[src/rtl/uart_tx_if.sv]
// Byte handshake into the UART transmitter: upstream presents tx_data/tx_valid, block answers tx_ready.
// A byte is accepted when tx_valid and tx_ready are both high at a rising clock edge.
interface uart_tx_if #(
    parameter int DATA_BITS = 8
);
    logic [DATA_BITS-1:0] tx_data;
    logic                 tx_valid;
    logic                 tx_ready;

    modport master (output tx_data, output tx_valid, input tx_ready);
    modport slave  (input tx_data, input tx_valid, output tx_ready);
endinterface

[src/rtl/uart_tx.sv]
// UART transmitter: start + LSB-first data + optional parity + stop bit(s), one bit per tx_en tick.
// Start bit begins on the first tick after accept; tx_ready is high only while idle, so upstream stalls for a whole frame.
module uart_tx #(
    parameter int DATA_BITS  = 8,
    parameter int PARITY_EN  = 0,
    parameter int PARITY_ODD = 0,
    parameter int STOP_BITS  = 1
) (
    input  logic      clk,
    input  logic      reset,
    input  logic      tx_en,
    uart_tx_if.slave  tx_if,
    output logic      tx,
    output logic      tx_busy,
    output logic      tx_done
);
    localparam int                CNT_W     = $clog2(DATA_BITS);
    localparam logic [CNT_W-1:0]  BIT_LAST  = CNT_W'(DATA_BITS - 1);
    localparam logic              STOP_LAST = 1'(STOP_BITS - 1);

    typedef enum logic [2:0] {
        ST_IDLE,
        ST_LOAD,
        ST_START,
        ST_DATA,
        ST_PARITY,
        ST_STOP
    } state_t;

    state_t               r_state,    w_state_nxt;
    logic [DATA_BITS-1:0] r_shift,    w_shift_nxt;
    logic                 r_parity,   w_parity_nxt;
    logic [CNT_W-1:0]     r_bit_cnt,  w_bit_cnt_nxt;
    logic                 r_stop_cnt, w_stop_cnt_nxt;
    logic                 r_tx,       w_tx_nxt;
    logic                 r_done,     w_done_nxt;
    logic                 r_ready;
    logic                 r_busy;
    logic                 w_accept;

    assign w_accept       = tx_if.tx_valid & r_ready;
    assign tx_if.tx_ready = r_ready;
    assign tx             = r_tx;
    assign tx_busy        = r_busy;
    assign tx_done        = r_done;

    always_ff @(posedge clk or posedge reset) begin
        if (reset) begin
            r_state    <= ST_IDLE;
            r_shift    <= '0;
            r_parity   <= 1'b0;
            r_bit_cnt  <= '0;
            r_stop_cnt <= 1'b0;
            r_tx       <= 1'b1;
            r_done     <= 1'b0;
            r_ready    <= 1'b1;
            r_busy     <= 1'b0;
        end else begin
            r_state    <= w_state_nxt;
            r_shift    <= w_shift_nxt;
            r_parity   <= w_parity_nxt;
            r_bit_cnt  <= w_bit_cnt_nxt;
            r_stop_cnt <= w_stop_cnt_nxt;
            r_tx       <= w_tx_nxt;
            r_done     <= w_done_nxt;
            r_ready    <= (w_state_nxt == ST_IDLE);
            r_busy     <= (w_state_nxt != ST_IDLE);
        end
    end

    always_comb begin
        w_state_nxt    = r_state;
        w_shift_nxt    = r_shift;
        w_parity_nxt   = r_parity;
        w_bit_cnt_nxt  = r_bit_cnt;
        w_stop_cnt_nxt = r_stop_cnt;
        w_tx_nxt       = r_tx;
        w_done_nxt     = 1'b0;
        case (r_state)
            ST_IDLE: begin
                // Ticks are ignored here; LOAD waits for the next one so the start bit is grid-aligned.
                if (w_accept) begin
                    w_shift_nxt  = tx_if.tx_data;
                    w_parity_nxt = (PARITY_ODD != 0) ? ~^tx_if.tx_data : ^tx_if.tx_data;
                    w_state_nxt  = ST_LOAD;
                end
            end
            ST_LOAD: begin
                if (tx_en) begin
                    w_tx_nxt    = 1'b0;
                    w_state_nxt = ST_START;
                end
            end
            ST_START: begin
                if (tx_en) begin
                    w_tx_nxt      = r_shift[0];
                    w_bit_cnt_nxt = '0;
                    w_state_nxt   = ST_DATA;
                end
            end
            ST_DATA: begin
                if (tx_en) begin
                    if (r_bit_cnt == BIT_LAST) begin
                        if (PARITY_EN != 0) begin
                            w_tx_nxt    = r_parity;
                            w_state_nxt = ST_PARITY;
                        end else begin
                            w_tx_nxt       = 1'b1;
                            w_stop_cnt_nxt = 1'b0;
                            w_state_nxt    = ST_STOP;
                        end
                    end else begin
                        w_shift_nxt   = r_shift >> 1;
                        w_tx_nxt      = r_shift[1];
                        w_bit_cnt_nxt = r_bit_cnt + 1'b1;
                    end
                end
            end
            ST_PARITY: begin
                if (tx_en) begin
                    w_tx_nxt       = 1'b1;
                    w_stop_cnt_nxt = 1'b0;
                    w_state_nxt    = ST_STOP;
                end
            end
            ST_STOP: begin
                if (tx_en) begin
                    if (r_stop_cnt == STOP_LAST) begin
                        w_done_nxt  = 1'b1;
                        w_state_nxt = ST_IDLE;
                    end else begin
                        w_stop_cnt_nxt = 1'b1;
                    end
                end
            end
            default: begin
                w_tx_nxt    = 1'b1;
                w_state_nxt = ST_IDLE;
            end
        endcase
    end
endmodule

[src/flat_wrapper.sv]
// flat-port wrapper written by rule: the top's interface ports become plain ports
module uart_tx_flat 
#(
    parameter int DATA_BITS  = 8,
    parameter int PARITY_EN  = 0,
    parameter int PARITY_ODD = 0,
    parameter int STOP_BITS  = 1
)
  (clk, reset, tx_en, tx, tx_busy, tx_done, tx_if_tx_data, tx_if_tx_valid, tx_if_tx_ready);
  uart_tx_if #(.DATA_BITS(DATA_BITS)) tx_if_i ();
  input  logic clk;
  input  logic reset;
  input  logic tx_en;
  output logic tx;
  output logic tx_busy;
  output logic tx_done;
  input wire logic [$bits(tx_if_i.tx_data)-1:0] tx_if_tx_data;
  input wire logic [$bits(tx_if_i.tx_valid)-1:0] tx_if_tx_valid;
  output wire logic [$bits(tx_if_i.tx_ready)-1:0] tx_if_tx_ready;
  assign tx_if_i.tx_data = tx_if_tx_data;
  assign tx_if_i.tx_valid = tx_if_tx_valid;
  assign tx_if_tx_ready = tx_if_i.tx_ready;
  uart_tx #(.DATA_BITS(DATA_BITS), .PARITY_EN(PARITY_EN), .PARITY_ODD(PARITY_ODD), .STOP_BITS(STOP_BITS)) u_core (.clk(clk), .reset(reset), .tx_en(tx_en), .tx_if(tx_if_i), .tx(tx), .tx_busy(tx_busy), .tx_done(tx_done));
endmodule
[config.mk]
export PLATFORM = sky130hd
export DESIGN_NAME = uart_tx_flat
export DESIGN_NICKNAME = d
export VERILOG_FILES = /design/src/rtl/uart_tx_if.sv /design/src/rtl/uart_tx.sv /design/src/flat_wrapper.sv
export SDC_FILE = /design/constraint.sdc
export NUM_CORES = 1
export LEC_CHECK = 0
export BUFFER_PORTS_ARGS = -buffer_cell sky130_fd_sc_hd__buf_4
export CORE_MARGIN = 5
export CORE_UTILIZATION = 50
export DETAILED_ROUTE_END_ITERATION = 7
export MAX_ROUTING_LAYER = met4
export PLACE_DENSITY = 0.84
export SLEW_MARGIN = 20
export SYNTH_ARGS = -nofsm -noshare
export SYNTH_HDL_FRONTEND = slang
export SYNTH_SLANG_ARGS = --single-unit
[constraint.sdc]
create_clock -name clk -period 3.3 [get_ports clk]
set_clock_uncertainty 0.15 [all_clocks]
set_input_delay 0.66 -clock clk [delete_from_list [all_inputs] [get_ports clk]]
set_output_delay 0.66 -clock clk [all_outputs]
set_load 0.02 [all_outputs]
==> qor.txt, run 1 <==
Routed Antenna Nets: 0
initial antenna violation count: 0
R2R cell count: 5
Seq/Total Area, Yosys: 51.9%
Synth Area in Compound Gates: 21.7%
placed inst area: 976 um2
largest net degree at the start of global routing: 19
Die Y: 51.8 um
Psw: 264 uW
CP Cell Sequence: ha_1, ha_1, nand4bb_1, o22ai_2, o221a_1
reg2reg end: u_core.r_shift[5]
outcome: completed
# DRC: 0
number of flops mapped to enable cells by yosys: 0
vias in the first global route: 623
Clk pwr share: 17.4%
Register Area: 453 um2
Crit path required time: 3.39 ns
Design Area, Final: 1010 um2
Vias per Instance: 5.93
Primary FF master, synth: dfrtp_1
largest family of logic cells by synthesized area: compound AO/OA/AOI/OAI gates
grt met3 use: 2.01%
Max Fclk: 474 MHz
Vias: 640
synth unique cells: 31
Max Cap Viol: 0
Net Sw Frac: 33.7%
H-tree depth: 1
GR Layer Usage met2: 22.7%
# clock sinks: 18
Pint: 519 uW
post-CTS setup buffers: 0
reg2reg start: u_core.r_bit_cnt[0]
core area: 1690 um2
overall power: 783 uW
Buf+Inv Stages, Crit Path: 0
mux contribution to synthesized area: 1.29%
CP max FO: 10
net count after synthesis: 90
Worst VDD drop: 0.438 mV
die area: 2680 um2
post-route setup TNS: 0 ns
most used cell, CP: ha_1
Synth Area in Adders: 2.87%
layout cells sized above 1: 29.7%
CTS Hold Buffers Added: 0
gr ovfl total: 0
crit path capture type: register
GPL Wtd Cong: 0.791
PortBufs: 15
flop-to-flop setup slack: 1.19 ns
Iter 0 DRT Violations: 12
CP max stage cell: o22ai_2
Post-Syn Area: 872 um2
XOR/XNOR Fraction of Synth Area: 0%
Root Buffer: clkbuf_4
post-cts resize count: 0
synth top area cells: dfrtp_1 (46%), o221a_1 (9.0%), dfstp_2 (6.0%), or3_1 (5.0%), ha_1 (2.9%)
Final min period: 2.11 ns
Post-Synth Simple-Gate Area: 17.1%
grt met1 use: 18.2%
Final nets: 106
Flop pwr share: 47.4%
Filler cells: 133
Crit Path Category: reg -> reg
starting density of the core: 51.6%
final hold violation count: 0
Power per Cell Area: 774 nW/um2
CTS tree: yes
actual slew at the worst max-slew pin: 0.647 ns
CP arrival: 2.20 ns
fin crit share: 64.0%
DR WL/cell: 14.9 um
I/O pins: 16
max-slew violations: 0
Static Leak: 0.000438 uW
Reg clk slew, reported paths: 0.10 ns
Die W: 51.8 um
All-Layer GR Usage: 14.7%
max incr delay on CP: 0.42 ns
total wire length: 1610 um
unrepaired setup endpoints after global routing: false
Non-Filler Instances: 108
Ys Warns: 0
worst rel slew slack: 56.8%
CTS Buffer Depth: 2
area leader, netlist: dfrtp_1
Layout area overhead: 16.1%
total CTS buffers: 3
Worst-Skew Late Latency: 0.30 ns
Syn Area/Cell: 11.5 um2
Synth Register Bits: 18
Post-DP HPWL: 1170 um
worst min path class: in -> async
footprint of the multi-input gates: 374 um2
antenna cell count: 0
total iterations of the first detailed-routing run: 4
CP top delay family: compound AO/OA/AOI/OAI gates
Cell Rows: 15
Logic pwr share: 35.2%
# setup viols final: 0
Cells after Synth: 76
ys async rst share: 100%
first-pass GRT wire length: 2790 um
dpl cells: 104
busiest grt layer: met2
Startpoint Class: register
top-area cell type share of the netlist area: 45.9%
cell usage after synthesis, types with 2 or more instances:
master    number
a22o_1         2
ha_1           2
o21ai_0        2
inv_1          3
nor3_1         2
nand2_1        4
or3_1          7
a21oi_1        3
buf_6          2
dfrtp_1       16
dfstp_2        2
o221a_1        7
nor2_1         3
or2_2          2
clkbuf_1       2
a21o_1         2
layout by cell type (no fill, tap or decap), types with 3 or more instances in the layout:
| master | instances |
|---|---|
| dfrtp_1 | 16 |
| o221a_1 | 7 |
| a21oi_1 | 3 |
| nor2_1 | 3 |
| clkbuf_4 | 3 |
| or3_1 | 7 |
| inv_1 | 3 |
| buf_4 | 15 |
| nand2_1 | 4 |
worst register-to-register path, delay by kind of cell (launching register included):
| family | cells | cell delay (ns) |
|---|---|---|
| flip-flops | 1 | 0.41 |
| adder cells (fa/ha/maj) | 2 | 0.42 |
| AND/OR/NAND/NOR | 1 | 0.40 |
| AO/OA/AOI/OAI | 2 | 0.68 |
metal layers:
layer	vias up	share of wire, %
met1	302	45
met5	-	0
met3	5	3.7
li1	318	-
met2	15	48
met4	0	3.0
how the worst max path moves through the flow:
| stage | from | end | cells after the start |
|---|---|---|---|
| 6_report | u_core.r_bit_cnt[0] | u_core.r_shift[5] | 5 |
| 5_1_grt | u_core.r_bit_cnt[0] | u_core.r_shift[0] | 5 |
| 4_1_cts | u_core.r_bit_cnt[0] | u_core.r_shift[5] | 5 |
| 3_5_place_dp | u_core.r_bit_cnt[0] | u_core.r_shift[5] | 5 |
| 3_3_place_gp | u_core.r_bit_cnt[0] | u_core.r_shift[2] | 5 |
| 2_1_floorplan | u_core.r_bit_cnt[0] | u_core.r_shift[0] | 6 |
stage by stage:
stage	util, %	setup slack [ns]	hold slack [ns]
after floorplan	-	1.51	0.320
final	59.9	1.19	0.287
after global routing	59.9	1.07	0.345
after CTS	59.9	1.20	0.314
after detailed placement	57.8	1.25	0.347
after global placement	57.8	1.35	0.343
kinds of logic (layout without fill, tap and decap cells):
family                   count (synthesis)  in the layout
AND/OR/NAND/NOR                         25             25
AO/OA/AOI/OAI                           22             22
flip-flops                              18             18
buffers and inverters                    8             23
adder cells (fa/ha/maj)                  2              2
multiplexers                             1              1
sequential cells by signal, summed over array words and instances, names as in the netlist:
| register | cells |
|---|---|
| u_core.r_bit_cnt | 3 |
| u_core.r_shift | 8 |
| u_core.r_state | 3 |
| u_core.tx | 1 |
| u_core.tx_busy | 1 |
| u_core.tx_done | 1 |
| u_core.tx_if.tx_ready | 1 |
cell type report:
type / count / share of cell area (%)
well taps: 17 / 2.10
multi-input cells: 50 / 37.0
inverters: 4 / 1.48
flip-flops and latches: 18 / 44.7
repair buffers: 15 / 11.1
clock buffers: 4 / 3.58
power by group through the flow:
stage / logic [uW] / clock network [uW] / registers [uW]
3_5_place_dp: 276 / 0 / 374
4_1_cts: 278 / 138 / 370
2_1_floorplan: 228 / 0 / 360
6_report: 275 / 136 / 372
3_3_place_gp: 266 / 0 / 373
5_1_grt: 311 / 148 / 386
Note: power is estimated with default switching activity, not from simulation.
==> run 2: changes to the inputs <==
CORE_UTILIZATION = 47   (was 50)
PLACE_DENSITY = 0.83   (was 0.84)
clock period = 1.8 ns   (was 3.3 ns; I/O delays follow)
==> run 2 against run 1 <==
  * The run now ends with setup timing left
  * Power increased by 100%
  * Maximum frequency rose by 16%
  * Wire length up 28%
  * Clock power increased by 41%
  * Sequential share of layout area shrank 4.3 points
  * Die area is 5.1% higher
  * Utilization increased by 4.3 points
  * Global-route usage rose by 1.5 points
  * Count of clock-buffer cells in the layout down 1
  * Critical path type unchanged
==> qor.txt, run 2 (same netlist as run 1, synthesis figures left out) <==
gr ovfl total: 0
# setup viols final: 1
PortBufs: 15
max-slew violations: 0
R2R cell count: 5
CTS Buffer Depth: 2
Vias per Instance: 6.01
Root Buffer: clkbuf_4
Net Sw Frac: 35.3%
initial antenna violation count: 0
layout cells sized above 1: 39.8%
CP arrival: 1.84 ns
antenna cell count: 0
CP startpoint: u_core.r_bit_cnt[1]
die area: 2820 um2
Die W: 53.1 um
max incr delay on CP: 0.40 ns
GPL Wtd Cong: 0.829
DR WL/cell: 16.7 um
first-pass GRT wire length: 3100 um
Iter 0 DRT Violations: 23
post-route setup TNS: -0.0194 ns
total iterations of the first detailed-routing run: 4
Max Cap Viol: 0
Worst VDD drop: 0.802 mV
I/O pins: 16
Psw: 560 uW
most common cell after layout, fill and taps aside: buf_4
# clock sinks: 18
most frequent cells in the layout: buf_4 (22), dfrtp_1 (16), or3_1 (7), o221a_1 (7), nand2_1 (4)
CTS Hold Buffers Added: 0
leading registers by flop count: u_core.r_shift (8), u_core.r_bit_cnt (3), u_core.r_state (3)
Setup WS post-layout: -0.0194 ns
Die Y: 53.1 um
Reg clk slew, reported paths: 0.10 ns
failing checks: setup timing
crit path capture type: register
fin crit share: 101%
starting density of the core: 50.0%
reg2reg start: u_core.r_bit_cnt[1]
Routed Antenna Nets: 0
All-Layer GR Usage: 16.1%
Static Leak: 0.000473 uW
Top reg by flops: u_core.r_shift
total CTS buffers: 3
CP max stage cell: dfrtp_1
Largest register FFs: 8
Power per Cell Area: 1410 nW/um2
core area: 1750 um2
actual slew at the worst max-slew pin: 0.650 ns
unrepaired setup endpoints after global routing: true
Clk pwr share: 12.1%
Cell Rows: 15
# DRC: 0
Post-DP HPWL: 1320 um
total wire length: 2060 um
CTS tree: yes
Flop pwr share: 41.6%
Final min period: 1.82 ns
vias in the first global route: 652
outcome: finished with violations
Crit Path Category: reg -> reg
Max Fclk: 550 MHz
Filler cells: 137
Vias: 739
CP Cell Sequence: ha_2, ha_4, nand4bb_2, or3_1, o221a_1
worst slack, placed: -0.207 ns
Crit path required time: 1.82 ns
worst min path class: in -> async
Startpoint Class: register
H-tree depth: 1
largest net degree at the start of global routing: 19
Pint: 1020 uW
Final nets: 114
CP max FO: 4
worst rel slew slack: 56.6%
Worst-Skew Late Latency: 0.28 ns
final hold violation count: 0
Logic pwr share: 46.3%
Layout area overhead: 28.6%
[run 2: path summary, 6_finish.rpt]
path	to	slack [ns]
max in group asynchronous	u_core.r_shift[4]	1.07
worst max-delay path	u_core.r_shift[6]	-0.02
worst max register to register	u_core.r_shift[6]	-0.02
worst min-delay path	u_core.r_shift[7]	0.01
worst min register to register	u_core.r_shift[7]	0.40
min in group clk	u_core.r_shift[7]	0.13
[run 2: layout make-up]
| cell class | count | area, um2 | share of cell area (%) |
|---|---|---|---|
| clock buffer | 3 | 22.5 | 2.01 |
| inverter | 4 | 15.0 | 1.34 |
| multi-input combinational | 51 | 434 | 38.7 |
| sequential | 18 | 453 | 40.4 |
| tap | 25 | 31.3 | 2.79 |
| timing repair buffer | 22 | 165 | 14.7 |
[run 2: power by group through the flow]
stage | Clock, uW | Combinational, uW | Sequential, uW
4_1_cts | 200 | 656 | 648
3_5_place_dp | 0 | 609 | 655
6_report | 192 | 734 | 658
5_1_grt | 215 | 801 | 672
3_3_place_gp | 0 | 583 | 650
2_1_floorplan | 0 | 417 | 659
[run 2: what timing repair did]
action / 4_1_cts / 5_1_grt
buffers inserted: 0 / 2
gates resized for setup: 5 / 3
setup endpoints to repair: 11 / 11
pin swaps: 3 / 6
gates cloned: 0 / 1
[run 2: metrics by stage]
step / utilization (%) / hold WS (ns) / std cells / power, uW / cell area (um2)
finish: 64.2 / 0.0107 / 123 / 1580 / 1120
global route: 64.2 / 0.0659 / 123 / 1690 / 1120
CTS: 61.6 / 0.0338 / 120 / 1500 / 1070
detailed placement: 58.6 / 0.345 / 117 / 1260 / 1020
global placement: 58.6 / 0.329 / 117 / 1230 / 1020
floorplan: - / 0.147 / 76 / 1080 / 872
[run 2: metal layers]
| layer | track usage, % | vias to the layer above | share of wire [%] |
|---|---|---|---|
| met5 | - | - | 0 |
| met4 | 10.2 | 0 | 1.4 |
| met3 | 2.54 | 4 | 6.4 |
| met2 | 22.9 | 38 | 49 |
| met1 | 21.3 | 363 | 43 |
| li1 | - | 334 | - |
[run 2: critical path: cells and delay by family (launching register included)]
kind,cells,cell delay [ns]
AOI/OAI and AO/OA,1,0.14
adders and majority gates,2,0.37
DFF,1,0.40
and+or+nand+nor,2,0.66
==> run 3: changes to the inputs <==
BUFFER_PORTS_ARGS = unset   (was -buffer_cell sky130_fd_sc_hd__buf_4)
CORE_UTILIZATION = 50   (was 47)
DONT_BUFFER_PORTS = 1   (was unset)
PLACE_DENSITY = 0.76   (was 0.83)
clock period = 2.2 ns   (was 1.8 ns; I/O delays follow)
==> run 3 against run 2 <==
  * The flow now finishes without violations
  * Hold slack better by 0.12 ns
  * Count of clock-buffer cells in the layout up 1
  * Utilization down 9.6 points
  * Register-to-register slack better by 0.25 ns
  * Design area down 18%
  * Clock power up 5%
  * Setup slack better by 0.25 ns
  * Combinational power down 49%
  * First-iteration DRC count down 35%
  * Largest power group is now registers
  * Highest routed layer unchanged
==> qor.txt, run 3 (same netlist as run 1, synthesis figures left out) <==
post-route setup TNS: 0 ns
outcome: completed
Max Cap Viol: 0
Top reg by flops: u_core.r_shift
starting density of the core: 51.6%
Vias: 596
gr ovfl total: 0
CP Cell Sequence: ha_1, ha_1, nand4bb_2, o22ai_4, o221a_1
CP arrival: 2.04 ns
Die W: 51.8 um
Power per Cell Area: 1260 nW/um2
Static Leak: 0.000374 uW
Register Area: 453 um2
Layout area overhead: 5.74%
# clock sinks: 18
reg2reg start: u_core.r_bit_cnt[0]
core area: 1690 um2
Reg clk slew, reported paths: 0.11 ns
GR Layer Usage met2: 21.4%
CTS tree: yes
worst slack, placed: 0.147 ns
Clk pwr share: 17.4%
Routed Antenna Nets: 0
DR WL/cell: 17.0 um
most frequent cells in the layout: dfrtp_1 (16), or3_1 (7), o221a_1 (7)
GPL Wtd Cong: 0.773
flop-to-flop setup slack: 0.24 ns
actual slew at the worst max-slew pin: 0.664 ns
hold path startpoint: tx_if_tx_data[7]
worst min path class: in -> reg
final hold violation count: 0
worst rel slew slack: 55.7%
crit path capture type: register
H-tree depth: 1
layout cells sized above 1: 16.9%
R2R cell count: 5
die area: 2680 um2
placed inst area: 863 um2
All-Layer GR Usage: 13.9%
I/O pins: 16
grt met3 use: 4.58%
leading registers by flop count: u_core.r_shift (8), u_core.r_bit_cnt (3), u_core.r_state (3)
Worst VDD drop: 0.560 mV
Vias per Instance: 6.34
CP max stage cell: dfrtp_1
Max Fclk: 509 MHz
CTS Buffer Depth: 2
grt met1 use: 17.0%
Pint: 762 uW
WP depth: 5
# setup viols final: 0
Root Buffer: clkbuf_4
fin crit share: 89.3%
overall power: 1160 uW
most used cell, CP: ha_1
Filler cells: 143
Logic pwr share: 32.5%
Crit path required time: 2.28 ns
# DRC: 0
Final nets: 92
Psw: 396 uW
max-slew violations: 0
Worst-Skew Late Latency: 0.29 ns
Cell Rows: 15
Iter 0 DRT Violations: 15
total iterations of the first detailed-routing run: 4
Die Y: 51.8 um
Startpoint Class: register
total CTS buffers: 3
PortBufs: 0
vias in the first global route: 592
total wire length: 1600 um
Net Sw Frac: 34.2%
most common cell after layout, fill and taps aside: dfrtp_1
unrepaired setup endpoints after global routing: false
CP startpoint: u_core.r_bit_cnt[0]
initial antenna violation count: 0
busiest grt layer: met2
Flop pwr share: 50.1%
antenna cell count: 0
CP top delay family: compound AO/OA/AOI/OAI gates
CP max FO: 10
reg2reg end: u_core.r_shift[3]
largest net degree at the start of global routing: 19
Final min period: 1.96 ns
footprint of the multi-input gates: 387 um2
Largest register FFs: 8
max incr delay on CP: 0.40 ns
Post-DP HPWL: 1160 um
Design Area, Final: 922 um2
CP endpoint: u_core.r_shift[3]
Crit Path Category: reg -> reg
Buf+Inv Stages, Crit Path: 0
Setup WS post-layout: 0.235 ns
first-pass GRT wire length: 2700 um
run 3: changes by cell type in the layout (fill, tap and decap cells not counted), sizes merged:
cell / previous run / this run
buf: 22 / 0
clkbuf: 3 / 4
dlygate4sd3: 0 / 1
nand4bb: 2 / 1
run 3: power groups by stage:
stage	clock [uW]	combinational, uW	sequential (uW)
floorplan	0	341	539
global placement	0	345	580
detailed placement	0	361	582
CTS	209	363	578
global route	219	430	599
finish	201	377	581
run 3: area by class of cell:
type                    instances  share of cell area (%)
multi-input cells              50                    41.9
flip-flops and latches         18                    49.1
clock buffers                   4                    3.93
inverters                       4                    1.63
repair buffers                  1                    1.09
well taps                      17                    2.31
run 3: worst min-delay path by stage:
stage                                to  slack (ns)  depth (start not counted)
floorplan           u_core.r_bit_cnt[0]        0.23                          1
global route          u_core.r_shift[7]        0.14                          1
detailed placement    u_core.r_shift[7]        0.31                          1
global placement      u_core.r_shift[7]        0.30                          1
CTS                   u_core.r_shift[7]        0.13                          1
finish                u_core.r_shift[7]        0.13                          1
run 3: metrics by stage:
step | instances | util [%] | hold WS, ns
2_1_floorplan | 76 | - | 0.227
3_3_place_gp | 89 | 51.1 | 0.304
3_5_place_dp | 89 | 51.1 | 0.311
4_1_cts | 94 | 53.9 | 0.130
5_1_grt | 94 | 54.6 | 0.136
6_report | 94 | 54.6 | 0.131
run 3: metal layers:
layer | share of wire [%] | up-vias
met4 | 0.87 | 0
met1 | 46 | 293
met3 | 6.4 | 2
met5 | 0 | -
met2 | 47 | 9
li1 | - | 292
run 3: what timing repair did:
action	in CTS	in global routing
hold buffers	1	0
setup endpoints to repair	0	8
endpoints found under the hold margin	16	0
setup buffers	0	0
gates resized for setup	0	2
